## src/rtl/serializer_parallel_pkg.sv

```systemverilog
// Shared types for the parallel-to-serial converter.
// State encoding and counter width helper.
package serializer_parallel_pkg;

  typedef enum logic {
    IDLE = 1'b0,
    SEND = 1'b1
  } state_t;

  function automatic int cnt_w(input int n);
    return (n > 1) ? $clog2(n) : 1;
  endfunction

endpackage

```

## src/rtl/serializer_parallel_control.sv

```systemverilog
// Control FSM for the parallel-to-serial converter.
// Tracks element index and generates both handshakes.
module serializer_parallel_control
  import serializer_parallel_pkg::*;
#(
  parameter int N_SAMPLES = 8,
  localparam int CNT_W = cnt_w(N_SAMPLES)
) (
  input  logic             CLK,
  input  logic             RESET,
  input  logic             recv_val,
  input  logic             send_rdy,
  output logic             recv_rdy,
  output logic             send_val,
  output logic             load_en,
  output logic [CNT_W-1:0] count
);

  state_t           state_q;
  state_t           state_d;
  logic [CNT_W-1:0] cnt_q;
  logic [CNT_W-1:0] cnt_d;
  logic             last;

  assign last  = (cnt_q == CNT_W'(N_SAMPLES - 1));
  assign count = cnt_q;

  // State and element counter registers.
  always_ff @(posedge CLK or posedge RESET) begin
    if (RESET) begin
      state_q <= IDLE;
      cnt_q   <= '0;
    end else begin
      state_q <= state_d;
      cnt_q   <= cnt_d;
    end
  end

  // Next state, counter advance and handshake outputs.
  always_comb begin
    state_d  = state_q;
    cnt_d    = cnt_q;
    recv_rdy = 1'b0;
    send_val = 1'b0;
    load_en  = 1'b0;
    unique case (state_q)
      IDLE: begin
        recv_rdy = 1'b1;
        load_en  = recv_val;
        if (recv_val) begin
          state_d = SEND;
          cnt_d   = '0;
        end
      end
      SEND: begin
        send_val = 1'b1;
        recv_rdy = last & send_rdy;
        if (send_rdy) begin
          if (last) begin
            cnt_d   = '0;
            load_en = recv_val;
            state_d = recv_val ? SEND : IDLE;
          end else begin
            cnt_d = cnt_q + CNT_W'(1);
          end
        end
      end
      default: ;
    endcase
  end

endmodule

```

## src/rtl/serializer_parallel.sv

```systemverilog
// Parallel-to-serial converter, element 0 first.
// Holding register plus element select mux.
module serializer_parallel
  import serializer_parallel_pkg::*;
#(
  parameter int BIT_WIDTH = 32,
  parameter int N_SAMPLES = 8,
  localparam int CNT_W = cnt_w(N_SAMPLES)
) (
  input  logic                           CLK,
  input  logic                           RESET,
  input  logic [N_SAMPLES*BIT_WIDTH-1:0] recv_msg,
  input  logic                           recv_val,
  output logic                           recv_rdy,
  output logic [BIT_WIDTH-1:0]           send_msg,
  output logic                           send_val,
  input  logic                           send_rdy
);

  logic [N_SAMPLES*BIT_WIDTH-1:0] data_q;
  logic                           load_en;
  logic [CNT_W-1:0]               count;

  serializer_parallel_control #(
    .N_SAMPLES(N_SAMPLES)
  ) u_ctrl (
    .CLK     (CLK),
    .RESET   (RESET),
    .recv_val(recv_val),
    .send_rdy(send_rdy),
    .recv_rdy(recv_rdy),
    .send_val(send_val),
    .load_en (load_en),
    .count   (count)
  );

  // Capture a whole word when the receive side fires.
  always_ff @(posedge CLK or posedge RESET) begin
    if (RESET) begin
      data_q <= '0;
    end else if (load_en) begin
      data_q <= recv_msg;
    end
  end

  // Select current element; zero while idle.
  always_comb begin
    send_msg = '0;
    if (send_val) begin
      for (int k = 0; k < N_SAMPLES; k++) begin
        if (count == CNT_W'(k)) begin
          send_msg = data_q[k*BIT_WIDTH +: BIT_WIDTH];
        end
      end
    end
  end

endmodule

```

## config.mk

```make
export PLATFORM = sky130hd
export DESIGN_NAME = serializer_parallel
export DESIGN_NICKNAME = d
export VERILOG_FILES = /design/src/rtl/serializer_parallel_pkg.sv /design/src/rtl/serializer_parallel_control.sv /design/src/rtl/serializer_parallel.sv
export SDC_FILE = /design/constraint.sdc
export NUM_CORES = 1
export LEC_CHECK = 0
export ABC_CLOCK_PERIOD_IN_PS = 8900
export CAP_MARGIN = 10
export CORE_MARGIN = 3
export CORE_UTILIZATION = 46
export CTS_CLUSTER_DIAMETER = 150
export CTS_CLUSTER_SIZE = 24
export DETAILED_ROUTE_END_ITERATION = 8
export HOLD_SLACK_MARGIN = 0.1
export PLACE_DENSITY = 0.83
export SYNTH_ARGS = -nofsm -noshare
export SYNTH_HDL_FRONTEND = slang
export SYNTH_SLANG_ARGS = --single-unit
```

## constraint.sdc

```tcl
create_clock -name CLK -period 8.9 [get_ports CLK]
set_input_delay 1.335 -clock CLK [delete_from_list [all_inputs] [get_ports CLK]]
set_output_delay 1.335 -clock CLK [all_outputs]
set_load 0.01 [all_outputs]
```

# == Word level (Yosys, flattened, before mapping) ==
# Index checks and enable logic that the tools add are counted.
# op_classes
addsub,1
n_eq_ne,9
reduce_logical,2
mux,22
bitwise,2
# ops
op,n
$mux W32,9
$eq A3 B3 Y1 const B,4
$mux W3,3
$eq A3 B2 Y1 const B,2
$mux W1,6
$pmux W1 S2,3
$pmux W3 S2,1
$ne A2 B2 Y1 const B,2
$add A3 B1 Y3 const B,1
$eq A3 B1 Y1 const B,1
$logic_not A3 Y1,1
$reduce_and A2 Y1,1
$and A1 B1 Y1,1
$not A1 Y1,1
# word_totals
word_cells,39
register_bits,260

# == Longest topological paths before layout ==
# depth
ltp_word,10
ltp_mapped,10
mapped_depth_nobuf,6

# == Hierarchy ==
# A second synthesis with hierarchy kept.
# unflattened
hier_cells,816
hier_area_um2,12016.5
# modules_own_cells
module,cells_each,area_per_inst_um2,n_inst
serializer_parallel,796,11800.1,1
serializer_parallel_control,20,216.5,1

# == Least setup slack after synthesis ==
# Ideal clock, no wire load.
# synth_timing
path_kind,reg-to-output
startpoint,register u_ctrl.cnt_q[2] (netlist: u_ctrl.count[2])
endpoint,output send_msg[6]
slack_ns,5.548
n_path_buf,3
stages_incl_launch_ff,10
arrival_time_ns,2.017
required_ns,7.565
cell_sequence,dfrtp_1 buf_6 inv_1 clkbuf_1 ha_1 a21boi_2 buf_2 a22o_1 o21ai_0 a21oi_1
# synth_between
elab_chain_len,10
elab_cells_between_ends,17
# synth_lines
element,line_no,text
"start, declared",serializer_parallel_control.sv:21,logic [CNT_W-1:0] cnt_q;
"start signal, assigned",serializer_parallel_control.sv:35,cnt_q <= cnt_d;
$logic_not A3 Y1,serializer_parallel.sv:51,if (count == CNT_W'(k)) begin
$mux W32 (7 in series),serializer_parallel.sv:51,
$mux W32 *,serializer_parallel.sv:51,
$mux W32 *,serializer_parallel.sv:49,if (send_val) begin
"end, declared",serializer_parallel.sv:15,"output logic [BIT_WIDTH-1:0] send_msg,"
# Every way passes the cells marked *; elsewhere a longest branch is shown, timed or not.

# == Final worst setup path ==
# layout_timing
startpoint,register u_ctrl.cnt_q[0] (netlist: u_ctrl.count[0])
endpoint,output send_msg[19]
# Same word-level chain as after synthesis.

==> key figures <==
Detailed routing
  – WL final: 38.1 mm
  – Post-DRT Antenna Nets: 0
  – Wire length per cell: 22.9 µm
  – Router iterations before antenna repair: 5
  – Vias per Instance: 5.63
  – DR vias: 9352
  – Initial drt markers: 949
  – DRC: 0

CTS
  – Post_cts resized: 0
  – CTS Buf Count: 14
  – Clock transition at path regs: 0.11 ns
  – Clock sinks: 260
  – Hold buffer count at cts: 0
  – Setup Fix Bufs, Post-CTS: 0
  – Root buffer cell: clkbuf_16
  – Max Buffers Root-to-Sink: 3
  – TritonCTS clock tree: yes
  – Later-pin clock latency in the skew report: 0.50 ns
  – H-Tree Level Count: 1

Pwr
  – Switch Pwr: 1.97 mW
  – Clk pwr share: 12.8%
  – PwrDens: 335 nW/µm²
  – Internal: 3.61 mW
  – Flop pwr share: 38.2%
  – Max VDD drop: 137 µV
  – Switching Fraction: 35.3%
  – Combinational power share: 49.0%
  – P_leak: 7.80 nW

Setup path
  – Reg-to-reg slack, setup: 5.22 ns
  – Largest incremental delay on the critical path: 0.78 ns
  – Critical path required time: 7.57 ns
  – Critical path endpoint category: primary output
  – Crit Reg-Reg Startpoint: u_ctrl.count[2]
  – CP Launch Point: u_ctrl.count[0]
  – Startpoint Class: flip-flop
  – Slowest cell on crit path: ha_2
  – Crit-path cells: inv_1 > ha_2 > and2_1 > buf_4 > a21oi_1 > a31oi_1 > o21a_1 > clkdlybuf4s50_1
  – Critical path type: reg -> out
  – Crit path DAT: 3.90 ns
  – Crit-path max FO: 45

Placed design
  – Post-Place Cell Area: 16300 µm²
  – Routability cong.: 0.949
  – Final HPWL DP: 26.9 mm
  – DP Worst Slack: 4.23 ns
  – IO buf count: 293

Global route
  – Initial antenna violation count: 3
  – GRT Util Overall: 24.1%
  – Gr ovfl total: 0
  – Largest net degree at the start of global routing: 130
  – First-pass GRT wire length: 58.2 mm
  – Vias in the first global route: 9787

STA
  – Least-Margin Pin Slew: 1.28 ns
  – Final number of setup-violating endpoints: 0
  – RSZ-0062 raised after global routing: false
  – Final hold violations: 0
  – Fin Setup TNS: 0 ns
  – Slew margin rel.: 14.3%
  – Achievable frequency: 191 MHz
  – Tcrit/Tclk final: 58.8%
  – Max-slew violations: 0
  – Final worst path period need: 5.23 ns
  – Post-route setup slack: 3.67 ns
  – Clk_skew: 0.0226 ns

Die
  – Core Area: 28200 µm²
  – Row count: 61
  – Ports: 294
  – Die Area: 31000 µm²
  – Die width: 176 µm
  – Initial Util: 47.3%
  – Die Ht: 176 µm

Yosys
  – Syn. warnings: 0
  – Post-Syn Area: 13300 µm²
  – Average cell area after synthesis: 12.7 µm²
  – Synth Register Bits: 260
  – Synth Net Count: 1312
  – Gate count of the mapped netlist: 1046
  – Count of cell types in the netlist: 33
  – Sequential share of the synthesized area: 48.9%

Layout
  – Final nets: 1548
  – Layout fillers: 2222
  – Final std cell area, no fill: 16700 µm²
  – Syn-to-layout area delta: 25.3%
  – Proportion of layout cells with a drive suffix above 1: 23.6%
  – Commonest cells after routing, fill and taps aside: clkdlybuf4s50_1 (293), dfrtp_1 (260), mux2_4 (200)
  – Most common cell after layout, fill and taps aside: clkdlybuf4s50_1
  – Core Util, Final: 59.2%

Hold path
  – Worst hold path type: reg -> reg
  – Min-Delay Startpoint: data_q[82]

Status
  – Outcome: complete, no violations

Flow run
  – Max_cap viols: 0
cells in the mapped netlist:
master    number  area, µm²
clkbuf_2       1       5.00
a21oi_1       75        375
and2_1         1       6.26
o21a_1        11       82.6
or2_1          1       6.26
buf_1          2       7.51
nor2b_1       22        138
inv_1          7       26.3
buf_2         17       85.1
a32o_1         1       10.0
mux2i_1        1       10.0
a21boi_2       1       11.3
o21ai_0       95        475
nor2_4         1       11.3
nand2_1       56        210
mux2_4       200       3000
a221oi_1       2       17.5
o221ai_1      21        184
nand2b_1      22        138
clkbuf_1      31        116
ha_1           6       75.1
a21o_1        21        158
dfrtp_1      260       6510
a22o_1        21        184
nand2_2        3       18.8
a221oi_2       9        135
a31oi_1       11       68.8
o31ai_1        1       7.51
o21ai_1       13       65.1
nor2_1        42        158
mux2_2        56        631
buf_6         32        360
buf_4          3       22.5
cells by family after synthesis:
group	after synthesis	synth area share, %
AO/OA/AOI/OAI	282	13.3
AND/OR/NAND/NOR	148	5.15
adder cells (fa/ha/maj)	6	0.564
buffers and inverters	93	4.68
flip-flops	260	48.9
multiplexers	257	27.4
metal layers:
metal  vias up  global-route usage, %  share of wire, %
met5         -                      0             0.034
met4         2                   7.06               3.1
met3        78                   4.69               7.6
met2       429                   36.4                45
met1      4639                   35.3                45
li1       4204                      -                 -
flip-flops by register name, summed over array words and instances, names as in the netlist:
signal          flops
u_ctrl.state_q      1
data_q            256
u_ctrl.count        3
worst max-delay path: cells and delay by family, from the launching register on:
kind / cells / cell delay [ns]
buffers and inverters: 3 / 1.07
adders and majority gates: 1 / 0.78
and+or+nand+nor: 1 / 0.54
AOI/OAI and AO/OA: 3 / 0.53
DFF: 1 / 0.46
power by group through the flow:
stage	registers (mW)	clock network, mW	logic (mW)
finish	2.13	0.715	2.73
floorplan	2.00	0	1.85
detailed placement	2.14	0	2.71
CTS	2.13	0.733	2.72
global placement	2.12	0	2.65
global route	2.20	0.769	2.92
worst paths after layout:
path	cells after the start	endpoint
max	8	send_msg[19]
min	1	data_q[82]
min reg2reg	1	data_q[82]
max reg2reg	7	data_q[104]
min in group asynchronous	2	data_q[246]
max in group asynchronous	3	data_q[141]
metrics by stage:
stage / std cells / power (mW) / hold WS (ns)
after CTS: 1660 / 5.58 / 0.512
final: 1662 / 5.58 / 0.510
after floorplan: 1046 / 3.85 / 0.470
after global routing: 1662 / 5.89 / 0.532
after detailed placement: 1644 / 4.85 / 0.489
after global placement: 1644 / 4.77 / 0.480
layout make-up:
type / count / area, µm² / share of cell area (%)
antenna: 2 / 5.00 / 0.0300
clock buffer: 15 / 375 / 2.25
clock inverter: 1 / 30.0 / 0.180
inverter: 7 / 33.8 / 0.203
multi-input combinational: 693 / 6210 / 37.2
sequential: 260 / 6510 / 39.0
tap: 378 / 473 / 2.84
timing repair buffer: 306 / 3040 / 18.2
Note: power is estimated with default switching activity, not from simulation.
